`config.mk`:
```
export PLATFORM = sky130hd
export DESIGN_NAME = distribute_1x2_cmd_flow
export DESIGN_NICKNAME = d
export VERILOG_FILES = /design/src/rtl/distribute_1x2_cmd_flow_pkg.sv /design/src/rtl/distribute_1x2_route_comb.sv /design/src/rtl/distribute_1x2_cmd_flow.sv
export SDC_FILE = /design/constraint.sdc
export NUM_CORES = 1
export LEC_CHECK = 0
export CORE_ASPECT_RATIO = 1.5
export CORE_MARGIN = 2
export CORE_UTILIZATION = 41
export DETAILED_ROUTE_END_ITERATION = 8
export DONT_BUFFER_PORTS = 1
export PLACE_DENSITY = 0.58
export RECOVER_POWER = 50
export SLEW_MARGIN = 20
export SYNTH_ARGS = -nofsm -noshare
export SYNTH_HDL_FRONTEND = slang
export SYNTH_SLANG_ARGS = --single-unit
```
`constraint.sdc`:
```
create_clock -name clk -period 3.7 [get_ports clk]
set_input_delay 0.37 -clock clk [delete_from_list [all_inputs] [get_ports clk]]
set_output_delay 0.37 -clock clk [all_outputs]
set_load 0.01 [all_outputs]
```
`src/rtl/distribute_1x2_cmd_flow_pkg.sv`:
```
// distribute_1x2_cmd_flow_pkg: shared NoC distribution-tree constants and command-width derivation
package distribute_1x2_cmd_flow_pkg;

    localparam int DESTINATION_TAG_WIDTH = 1;

    function automatic int out_cmd_width(input int in_w, input int tag_w);
        return (in_w > tag_w) ? 2 * (in_w - tag_w) : tag_w;
    endfunction

endpackage

```
`src/rtl/distribute_1x2_route_comb.sv`:
```
// distribute_1x2_route_comb: tag decode and data/command steering for one 1x2 tree node
module distribute_1x2_route_comb
    import distribute_1x2_cmd_flow_pkg::*;
#(
    parameter int DATA_WIDTH        = 32,
    parameter int IN_COMMAND_WIDTH  = 2,
    parameter int OUT_COMMAND_WIDTH = out_cmd_width(2, 1)
) (
    input  logic                         i_valid,
    input  logic                         i_en,
    input  logic [DATA_WIDTH-1:0]        i_data_bus,
    input  logic [IN_COMMAND_WIDTH-1:0]  i_cmd,
    output logic [1:0]                   o_valid,
    output logic [2*DATA_WIDTH-1:0]      o_data_bus,
    output logic [OUT_COMMAND_WIDTH-1:0] o_cmd
);

    logic fire;
    logic to_hi;

    assign fire  = i_en & i_valid;
    assign to_hi = i_cmd[IN_COMMAND_WIDTH-1];

    // one-hot branch select; the unselected branch carries zeros
    always_comb begin
        o_valid    = {fire & to_hi, fire & ~to_hi};
        o_data_bus = {o_valid[1] ? i_data_bus : {DATA_WIDTH{1'b0}},
                      o_valid[0] ? i_data_bus : {DATA_WIDTH{1'b0}}};
    end

    if (IN_COMMAND_WIDTH > 1) begin : g_mid
        localparam int RW = IN_COMMAND_WIDTH - 1;
        logic [RW-1:0] rest;
        assign rest  = i_cmd[RW-1:0];
        assign o_cmd = {o_valid[1] ? rest : {RW{1'b0}},
                        o_valid[0] ? rest : {RW{1'b0}}};
    end else begin : g_last
        assign o_cmd = '0;
    end

endmodule

```
`src/rtl/distribute_1x2_cmd_flow.sv`:
```
// distribute_1x2_cmd_flow: registered 1-to-2 self-routing distribution node
module distribute_1x2_cmd_flow
    import distribute_1x2_cmd_flow_pkg::*;
#(
    parameter int DATA_WIDTH            = 32,
    parameter int DESTINATION_TAG_WIDTH = distribute_1x2_cmd_flow_pkg::DESTINATION_TAG_WIDTH,
    parameter int IN_COMMAND_WIDTH      = 2,
    localparam int OUT_COMMAND_WIDTH    = out_cmd_width(IN_COMMAND_WIDTH, DESTINATION_TAG_WIDTH)
) (
    input  logic                         clk,
    input  logic                         rst,
    input  logic                         i_valid,
    input  logic [DATA_WIDTH-1:0]        i_data_bus,
    input  logic                         i_en,
    input  logic [IN_COMMAND_WIDTH-1:0]  i_cmd,
    output logic [1:0]                   o_valid,
    output logic [2*DATA_WIDTH-1:0]      o_data_bus,
    output logic [OUT_COMMAND_WIDTH-1:0] o_cmd
);

    if (DESTINATION_TAG_WIDTH != 1) begin : g_bad_tag
        $error("distribute_1x2_cmd_flow: only DESTINATION_TAG_WIDTH=1 is supported");
    end
    if (IN_COMMAND_WIDTH < DESTINATION_TAG_WIDTH) begin : g_bad_cmd
        $error("distribute_1x2_cmd_flow: IN_COMMAND_WIDTH must be >= DESTINATION_TAG_WIDTH");
    end

    logic [1:0]                   o_valid_d,    o_valid_q;
    logic [2*DATA_WIDTH-1:0]      o_data_bus_d, o_data_bus_q;
    logic [OUT_COMMAND_WIDTH-1:0] o_cmd_d,      o_cmd_q;

    distribute_1x2_route_comb #(
        .DATA_WIDTH       (DATA_WIDTH),
        .IN_COMMAND_WIDTH (IN_COMMAND_WIDTH),
        .OUT_COMMAND_WIDTH(OUT_COMMAND_WIDTH)
    ) u_route (
        .i_valid   (i_valid),
        .i_en      (i_en),
        .i_data_bus(i_data_bus),
        .i_cmd     (i_cmd),
        .o_valid   (o_valid_d),
        .o_data_bus(o_data_bus_d),
        .o_cmd     (o_cmd_d)
    );

    // output stage: every cycle takes the freshly steered flit or zeros, nothing is held
    always_ff @(posedge clk or posedge rst) begin
        if (rst) begin
            o_valid_q    <= '0;
            o_data_bus_q <= '0;
            o_cmd_q      <= '0;
        end else begin
            o_valid_q    <= o_valid_d;
            o_data_bus_q <= o_data_bus_d;
            o_cmd_q      <= o_cmd_d;
        end
    end

    assign o_valid    = o_valid_q;
    assign o_data_bus = o_data_bus_q;
    assign o_cmd      = o_cmd_q;

endmodule

```
==> results of run 1 <==
[cell usage after synthesis]
| library cell | instances | share of area |
|---|---|---|
| sky130_fd_sc_hd__and3_1 | 1 | 0.0025 |
| sky130_fd_sc_hd__and4b_1 | 33 | 0.13 |
| sky130_fd_sc_hd__and3b_1 | 1 | 0.0035 |
| sky130_fd_sc_hd__buf_4 | 5 | 0.015 |
| sky130_fd_sc_hd__inv_1 | 1 | 0.0015 |
| sky130_fd_sc_hd__buf_6 | 4 | 0.018 |
| sky130_fd_sc_hd__clkbuf_1 | 3 | 0.0045 |
| sky130_fd_sc_hd__and4_1 | 33 | 0.12 |
| sky130_fd_sc_hd__dfrtp_1 | 68 | 0.69 |
| sky130_fd_sc_hd__buf_2 | 9 | 0.018 |
[repair_timing]
item	4_1_cts	5_1_grt
hold buffers	1	0
gates resized for setup	0	0
setup endpoints to repair	0	0
endpoints found under the hold margin	20	0
[final timing paths]
check	from	endpoint
min in group asynchronous	rst	o_data_bus[4]
max in group clk	o_data_bus[49]	o_data_bus[49]
worst max-delay path	rst	o_data_bus[2]
worst min-delay path	i_cmd[1]	o_data_bus[35]
[registers in the layout, indices dropped and copies added, names as in the netlist]
| name | flops |
|---|---|
| o_data_bus | 64 |
| o_cmd | 2 |
| o_valid | 2 |
[where the power goes]
group	total, mW	switching, mW	leakage [nW]	internal [mW]
sequential	0.782	0.0186	0.932	0.763
combinational	0.0340	0.0179	0.337	0.0162
clock	0.603	0.239	0.103	0.363
[critical path, delay by kind of cell]
family	cells	cell delay (ns)
buffers and inverters	3	1.65
[cell families (layout without fill, tap and decap cells)]
group / after synthesis / in the layout / synth area share
flops: 68 / 68 / 0.687
simple gates: 68 / 68 / 0.256
buf+inv: 22 / 18 / 0.0575
[area by class of cell]
| cell class | instances | share of cell area |
|---|---|---|
| clock buffers | 14 | 0.0652 |
| clock inverters | 1 | 0.0113 |
| inverters | 1 | 0.00142 |
| multi-input cells | 68 | 0.239 |
| flip-flops and latches | 68 | 0.642 |
| well taps | 72 | 0.0340 |
| repair buffers | 2 | 0.00661 |
[metrics by stage]
stage                     power [mW]   util  setup WS, ns  cell area [µm²]
after global placement         0.828  0.418          2.53             2440
after global routing            1.48  0.455          1.80             2650
final                           1.42  0.455          2.05             2650
after floorplan                0.847      -          1.62             2480
after detailed placement       0.831  0.418          2.46             2440
after CTS                       1.44  0.455          2.25             2650
[per-layer routing]
layer  track usage  wire [µm]  vias up
met5             0          0        -
met4        0.0942        130        0
met3        0.0871        598       11
met2         0.258       2630       72
met1         0.140       1380      666
li1              -          -      577
==> results, run 1 <==
- The total count of max-transition violations in the final report is 0.
- Including well taps, the total number of placed cells is 210.
- The horizontal die dimension is 67.5 µm.
- In this run the post-CTS setup repair buffer count came out at 0.
- Summing all multi-input logic gate instances after layout gives between 600 and 700 µm².
- The depth of the CTS H-tree is 3.
- In this design, the stage delay of the slowest critical-path cell is 0.60 ns.
- The count of buffers from port buffering is 0.
- Setup violations remaining at the end of the flow were counted as 0.
- The floorplan step defined a core boundary enclosing approximately 5800 µm².
- The wire length of the first global-routing pass is between 7000 and 8000 µm.
- The register area is between 1500 and 2000 µm².
- The maximum vdd ir drop is about 0.22 mV.
- The total count of hold-check failures in the final report is 0.
- Synthesis produced 158 cells.
- The post-synth net total is ~200.
- The number of detailed-route iterations in the first pass is 4.
- Counting the fill cells in the layout gives 524.
- The power density normalized to cell area is approximately 540 nW/µm².
- The longest clock path from root to sink contains 2 buffers.
- Data arrives at the worst endpoint at ~2.1 ns.
- At the worst endpoint, the required time is 4.12 ns.
- The post-synthesis to final-layout area growth is 6.92%.
- The average via count per standard cell is between 5 and 6.
- The hold path depth is 1.
- Traced cell by cell, the critical path runs through dlygate4sd3_1 > inv_1 > buf_4.
- STA classifies the critical path endpoint as an async pin.
- In this run the count of I/O pins placed on the die edge is roughly 110.
- The worst hold slack is between 0.2 and 0.25 ns.
- Of the cells placed in the final design, the portion with a size suffix greater than 1 is 0.0909.
- Max-cap violations in this run came to 0.
- The number of antenna violations at the first check in global routing is 0.
- The HPWL reported at the end of detailed placement is around 3100 µm.
- The number of warning messages in the yosys log is 0.
- After clock tree synthesis, the clock-pin slew on the worst setup and hold paths is around 0.06 ns.
- The via count of the first global-routing pass came to between 1k and 1.5k.
- After detailed routing, the number of remaining DRC violations is 0.
- The number of sinks driven by the clock tree is between 60 and 70.
- The path type of the worst min-delay path is in -> reg.
- Dividing the detail-routed wire length by the instance count gives 21.0 µm.
- The kind of critical path is in -> async.
- In this run the vertical extent of the chip is between 90 and 100 µm.
- For this run, the register share of the synthesized area comes to 0.687.
- The flow ran to the end, and the final reports show no timing, DRC or antenna violations.
- The initial utilization of the core area, before any placement, comes to 0.425.
- The maximum fanout count along the critical path is 48.
- The number of distinct standard cells referenced by the synthesized netlist is 10.
- Entering global routing, the biggest net connects 69 pins.
- The net count of the finished layout is 188.
- TritonCTS built the clock tree.
- The static leakage is ~1.4 nW.
- The post-route minimum period is 1.65 ns.
- Once detail routing completed, the nets flagged for antenna violations numbered 0.
- The global-route usage over all layers is 0.155.
- On the critical path, the stage with the largest delay is an instance of sky130_fd_sc_hd__buf_4.
- For the pin with the worst max-slew slack, the measured transition is just over 0.7 ns.
- The final standard cell count with taps included and fillers excluded is between 200 and 250.
- The fraction of the cycle the final worst path needs is 0.445.
- The fmax is 0.608 GHz.
- The die covers 6700 µm².
- The number of buffers inserted during clock tree synthesis is 9.
- The kind of launch point of the worst setup path is an input port.
- The area of the mapped netlist is ~2500 µm².
- Measured against its own limit, the worst slew margin works out to 0.526.
- The floorplan has 34 rows.
- The detailed router finished its first iteration with 74 violations.
- After synthesis the netlist holds a flip-flop and latch count of 68.
- The remaining global-route overflow is 0.
- Leaving out fill and tap cells, the most frequent cell in the layout is sky130_fd_sc_hd__dfrtp_1.
- Clock tree synthesis selected as its root buffer the cell sky130_fd_sc_hd__clkbuf_8.
- The repair_antennas step left the layout with diodes totalling 0.
- Detailed routing inserted a total of 1326 vias.
- Dividing the synthesized area by the synthesized cell count gives about 16 µm².
- The final weighted congestion in routability-driven placement is roughly 0.64.
- Setup repair after global routing left no endpoint under its margin.
- In the final timing run, aggregate negative setup slack is 0 ns.
- The total routed wirelength is roughly 4700 µm.
- The top cell types in the final layout, fill and taps aside, are sky130_fd_sc_hd__dfrtp_1, sky130_fd_sc_hd__and4_1, sky130_fd_sc_hd__and4b_1.
(Power assumes the default switching activity.)
==> run 2: changes to the inputs <==
PLACE_DENSITY = 0.6   (was 0.58)
clock period = 1.5 ns   (was 3.7 ns; I/O delays follow)
==> run 2 against run 1 <==
Net effect:
- via count increased by 12%
- cell count increased by 16%
- combinational power increased to 5.6 times the previous value
- clock-buffer cell count unchanged
- critical path depth decreased by 1
- setup slack got worse by 1.6 ns
- clock power increased by 130%
- sequential power increased by 150%
- global-route usage increased by 2.1 points
- utilization increased by 6.4 points
- total power increased by 150%
- cell area increased by 14%
- largest cell class unchanged
- highest routed layer unchanged
==> results, run 2 (synthesis results as in run 1) <==
- The internal power of the cells totals 2.76 mW.
- The worst setup path is of the in -> reg kind.
- The slowest stage of the critical path belongs to the cell sky130_fd_sc_hd__dlymetal6s4s_1.
- The via count of the first global-routing pass came to ~1.6k.
- The power density normalized to cell area is 1160 nW/µm².
- The critical path starts at i_cmd[1].
- The library cell used as clock root buffer is sky130_fd_sc_hd__clkbuf_8.
- The number of sinks driven by the clock tree is 68.
- STA classifies the critical path startpoint as an input port.
- The final standard cell count with taps included and fillers excluded is ~260.
- Timing would allow up to 0.936 GHz.
- Setup slack closes at 0.431 ns.
- The maximum number of pins on one net before global-route repair is 69.
- The min-delay analysis places its worst path in the category in -> reg.
- The worst setup path is captured at a flop.
- The total routed wirelength is between 5000 and 6000 µm.
- The analysis attributes to net switching a power of around 730 µW.
- On the critical path the largest part of the delay comes from buffers and inverters.
- The first detailed-routing pass took 4 iterations.
- 0 antenna diodes ended up in the layout.
- The H-tree generated during clock tree synthesis spans 3 levels.
- The number of antenna violations at the first check in global routing came to 0.
- The number of buffers and inverters on the critical path is 1.
- After routing, the total negative slack on setup checks comes to 0 ns.
- The number of maximum-capacitance constraint violations is 0.
- The library cell used most frequently in the layout, excluding fill and tap cells, is sky130_fd_sc_hd__dfrtp_1.
- Across every metal layer, demand over resource in global routing totals 0.176.
- The iteration-0 DRC count of the detailed router is 27.
- IR analysis of the VDD net gives a maximum drop of roughly 0.6 mV.
- The HPWL reported at the end of detailed placement is between 2000 and 3000 µm.
- The run finished with clean final reports.
- Of the total power, registers draw 0.552.
- In the finished design, the share of the clock period the worst path needs comes to 0.713.
- The number of filler instances in the final layout is between 400 and 500.
- Traced cell by cell, the critical path runs through dlymetal6s4s_1 > and4_1.
- TritonCTS built the clock tree.
- The register with the most flip-flops in the layout has 64 of them.
- The maximum fanout count along the critical path is 35.
- 106 I/O pins were placed.
- The final count of negative-setup-slack endpoints is 0.
- For the worst setup path, the data arrival time is 1.32 ns.
- The endpoint of the most critical setup path is o_data_bus[60].
- The final net count is 225.
- The final weighted congestion in routability-driven placement is between 0.7 and 0.8.
- In the routed layout, each cell is associated on average with a via count of 5.67.
- The remaining global-route overflow is 0.
- Setup repair after global routing left no endpoint under its margin.
- The number of remaining DRC errors is 0.
- The wire length of the first global-routing pass is about 8600 µm.
- STA puts the critical path data required time at 1.76 ns.
- The total vias in the final route is between 1k and 1.5k.
- The total count of max-transition violations in the final report was 0.
- In this run the remaining antenna-violating nets after routing total 0.
- The static leakage is roughly 1.5 nW.
- The pin slew with the least headroom to its limit is ~1 ns.
- The total area inside the core boundary comes to between 5000 and 6000 µm².
- The post-CTS setup buffer count is 0.
- The total count of hold-check failures in the final report is 0.
- Of the total power, combinational logic draws 0.055.
- In this run the number of cells on the critical path is 2.
- The worst pin sits at a relative slew slack of 0.327.
- Clock tree synthesis inserted a total of 9 buffers.
- In the final routed layout, each cell accounts on average for about 21 µm.
- The initial utilization of the core area, before any placement, comes to 0.425.
- In this run the horizontal extent of the chip is 67.5 µm.
- The die covers 6700 µm².
- Including well taps, the total number of placed cells is 210.
- Before CTS, the worst setup slack after placement is about 0.95 ns.
- Compared with the post-synthesis result, the final layout area differs by 21.9%.
- Of the total power, the clock network draws 0.393.
- In the layout the commonest cells are sky130_fd_sc_hd__dfrtp_1, sky130_fd_sc_hd__dlygate4sd3_1, sky130_fd_sc_hd__and4_1, sky130_fd_sc_hd__and4b_1, sky130_fd_sc_hd__clkbuf_8.
- The die is 99.2 µm tall.
- Subtracting the final worst setup slack from the clock period gives between 1 and 1.5 ns.
- The count of buffers from port buffering is 0.
- Of the total power, the share spent switching nets is 0.209.
- Clock-pin slew was measured on the worst setup and hold paths at approximately 0.060 ns.
- The number of placement rows is 34.
- The number of buffers between clock root and the deepest sink is 2.
- In the final layout, the share of cells above drive strength 1 is 0.0838.
- In this design, the stage delay of the slowest critical-path cell is between 0.8 and 0.9 ns.
[run 2: changes by cell type in the layout (fill, tap and decap cells not counted)]
cell / before / now
sky130_fd_sc_hd__buf_12: 0 / 1
sky130_fd_sc_hd__buf_4: 1 / 0
sky130_fd_sc_hd__bufinv_16: 1 / 0
sky130_fd_sc_hd__clkbuf_1: 2 / 1
sky130_fd_sc_hd__clkbuf_8: 12 / 13
sky130_fd_sc_hd__clkinv_2: 0 / 1
sky130_fd_sc_hd__clkinvlp_2: 0 / 1
sky130_fd_sc_hd__dlygate4sd3_1: 1 / 37
sky130_fd_sc_hd__dlymetal6s4s_1: 0 / 1
sky130_fd_sc_hd__inv_1: 1 / 0
[run 2: area by class of cell]
class                           instances  area [µm²]  share of cell area
Clock buffer                           14         183              0.0605
Clock inverter                          1        5.00             0.00166
Inverter                                1        5.00             0.00166
Multi-Input combinational cell         68         634               0.210
Sequential cell                        68        1700               0.563
Tap cell                               72        90.1              0.0298
Timing Repair Buffer                   39         403               0.133
[run 2: repair_timing]
item / CTS / global route
resized for setup: 0 / 1
hold endpoints to repair: 132 / 1
endpoints found under the setup margin: 0 / 8
hold buffers: 37 / 1
[run 2: metrics by stage]
stage | total power [mW] | area [µm²] | hold slack [ns] | util
3_3_place_gp | 2.05 | 2450 | 0.130 | 0.421
3_5_place_dp | 2.05 | 2450 | 0.144 | 0.421
5_1_grt | 3.64 | 3020 | 0.00477 | 0.518
4_1_cts | 3.53 | 3010 | 0.000156 | 0.517
2_1_floorplan | 2.09 | 2480 | 0.307 | -
6_report | 3.49 | 3020 | 0.0227 | 0.518
[run 2: how the worst min path moves through the flow]
stage | start | endpoint | slack (ns) | cells past startpoint
global route | i_data_bus[15] | o_data_bus[15] | 0.005 | 1
global placement | rst | o_data_bus[16] | 0.13 | 2
CTS | i_valid | o_data_bus[47] | 0.0002 | 1
floorplan | rst | o_cmd[0] | 0.31 | 1
finish | i_data_bus[24] | o_data_bus[56] | 0.02 | 1
detailed placement | rst | o_data_bus[21] | 0.14 | 2
[run 2: power groups by stage]
stage	Clock (mW)	Combinational, mW	Sequential (mW)
6_report	1.37	0.192	1.93
3_5_place_dp	0	0.0910	1.96
2_1_floorplan	0	0.137	1.95
3_3_place_gp	0	0.0855	1.96
4_1_cts	1.40	0.192	1.93
5_1_grt	1.49	0.212	1.93
[run 2: routing by layer]
layer,global-route usage,share of wire,vias up
li1,-,-,652
met1,0.188,0.35,756
met2,0.296,0.55,73
met3,0.0679,0.076,10
met4,0.0832,0.022,0
met5,0,0,-
==> run 3: changes to the inputs <==
clock period = 0.9 ns   (was 1.5 ns; I/O delays follow)
==> run 3 against run 2 <==
Net effect:
- the flow now finishes with violations (hold timing)
- global-route usage rose by 1.1 points
- routed wire length up 9.3%
- via count rose by 8.7%
- setup slack got worse by 0.38 ns
- sequential power rose by 66%
- first-iteration DRC count rose to 3.8 times the previous value
- sequential share of layout area down 5.5 points
- total power up 68%
- clock power grew 69%
- sequential cell count unchanged
- critical path depth decreased by 2
- largest power group unchanged
- non-clock buffer count rose by 32
==> results, run 3 (synthesis results as in run 1) <==
- The total routed wirelength is roughly 6000 µm.
- The worst hold slack is -0.0448 ns.
- The number of buffers inserted during clock tree synthesis is 9.
- The detail route stage leaves a number of antenna-violating nets equal to 0.
- Power spread over the standard cell area amounts to ~1800 nW/µm².
- The endpoint required time on the critical path is a little over 0.8 ns.
- The global-route usage over all layers is 0.187.
- The first TritonRoute pass finished after 4 iterations.
- The number of antenna violations at the first check in global routing was 0.
- The kind of launch point of the worst setup path is a flop.
- Of all nets on the critical path, the largest fanout is 1.
- The iteration-0 DRC count of the detailed router is ~100.
- The depth of the CTS H-tree is 3.
- Using the TritonRoute via totals, the vias-per-cell ratio works out to 5.49.
- Routability-driven placement finished with a final weighted congestion of 0.720.
- In the layout the commonest cells are sky130_fd_sc_hd__dlygate4sd3_1, sky130_fd_sc_hd__dfrtp_1, sky130_fd_sc_hd__and4_1, sky130_fd_sc_hd__and4b_1, sky130_fd_sc_hd__clkbuf_8.
- After detailed routing, the average wire length per cell comes to between 20 and 25 µm.
- The number of placement rows is 34.
- The number of diodes is 0.
- STA classifies the critical path endpoint as an output port.
- In the final layout, the share of cells above drive strength 1 is 0.0762.
- After clock tree synthesis, the clock-pin slew on the worst setup and hold paths is about 0.070 ns.
- In this run the worst hold path is classified as in -> reg.
- The placed instances occupy a cell area of approximately 2500 µm².
- In this run the horizontal extent of the chip is roughly 67 µm.
- Data on the critical path arrives at its endpoint at ~0.76 ns.
- 106 I/O pins were placed.
- The post-route minimum period is between 0.8 and 0.9 ns.
- Across the run, the number of max-cap violations was 0.
- For this configuration, the core starts out at a cell density of 0.425.
- Static timing analysis puts the maximum clock frequency at around 1.2 GHz.
- After clock tree synthesis, the setup repair step added 0 buffers.
- The final standard cell count with taps included and fillers excluded is 295.
- The die outline area is 6700 µm².
- The worst-case headroom to the max-slew limit is 0.773.
- The final reports fail on hold timing.
- The number of buffers between clock root and the deepest sink is 2.
- The first global-routing pass estimated slightly above 9000 µm of wire.
- Across all layers, the routed design uses ~1.6k vias.
- In the routed design, unresolved DRC markers number 0.
- The register with the most flip-flops in the layout has 64 of them.
- The run finished, with violations left.
- Adding up every negative setup slack in the final design gives 0 ns.
- The maximum number of pins on one net before global-route repair is 69.
- The total placed cells including tap cells is 210.
- Setup violations remaining at the end of the flow were counted as 0.
- The library cell used most frequently in the layout, excluding fill and tap cells, is sky130_fd_sc_hd__dlygate4sd3_1.
- The total count of hold-check failures in the final report is 33.
- The clock net in this run drives a total of between 60 and 70 sinks.
- Summed over all nets, the half-perimeter wirelength after detailed placement is between 3000 and 4000 µm.
- The post-synthesis to final-layout area growth is 35.2%.
- The count of buffers from port buffering is 0.
- The remaining global-route overflow is 0.
- The cell sitting at the root of the clock tree is a sky130_fd_sc_hd__clkbuf_8.
- IR analysis of the VDD net gives a maximum drop of approximately 0.84 mV.
- In this run the standard cell core region covers 5830 µm².
- Measured along the y axis, the die boundary spans a little under 100 µm.
- Of the available clock period, the critical path in the final layout requires 0.944.
- The total count of max-transition violations in the final report is 0.
- The pin slew with the least headroom to its limit is ~0.34 ns.
- The worst setup path is of the reg -> out kind.
- The TritonCTS clock tree is built.
- In the final design database the tool counted ~260 nets.
- The finished cells cover 3350 µm².
- Setup repair after global routing left no endpoint under its margin.
- The static leakage is roughly 1.7 nW.
- The via count of the first global-routing pass is around 1.8k.
-- run 3: changes by cell type in the layout (fill, tap and decap cells not counted), sizes merged --
cell	change
dlymetal6s4s	-1
dlygate4sd3	+32
buf	+1
-- run 3: metal layers --
metal  vias up  track usage  part of all wire
met5         -            0                 0
met4         0       0.0911             0.023
met3        15       0.0792             0.081
met2        78        0.315              0.56
met1       813        0.193              0.34
li1        714            -                 -
-- run 3: area by class of cell --
class                      count  area (µm²)
multi-input combinational     68         634
timing repair buffer          71         731
sequential                    68        1700
fill                         468        2480
inverter                       1        7.51
tap                           72        90.1
clock buffer                  14         183
clock inverter                 1        5.00
-- run 3: what timing repair did --
action | in CTS | in global routing
resized for setup | 0 | 0
hold endpoints to repair | 136 | 33
hold buffers | 69 | 1
-- run 3: per-stage QoR --
step	setup slack [ns]	hold WS [ns]	util	total power, mW
final	0.0505	-0.0448	0.575	5.88
after CTS	0.0320	-0.0653	0.572	5.91
after detailed placement	0.410	0.0844	0.421	3.42
after global placement	0.408	0.0702	0.421	3.41
after global routing	0.0194	-0.0644	0.575	6.14
after floorplan	0.0680	0.247	-	3.48
-- run 3: worst paths after layout --
kind	cells past startpoint	end	start
min in group asynchronous	3	o_data_bus[21]	rst
setup / recovery	0	o_data_bus[31]	o_data_bus[31]
max in group asynchronous	3	o_data_bus[12]	rst
hold / removal	1	o_data_bus[3]	i_cmd[1]
-- run 3: power breakdown --
group / switching (mW) / leakage [nW] / internal [mW]
combinational: 0.130 / 0.715 / 0.229
clock: 1.02 / 0.0986 / 1.28
sequential: 0.0785 / 0.932 / 3.14
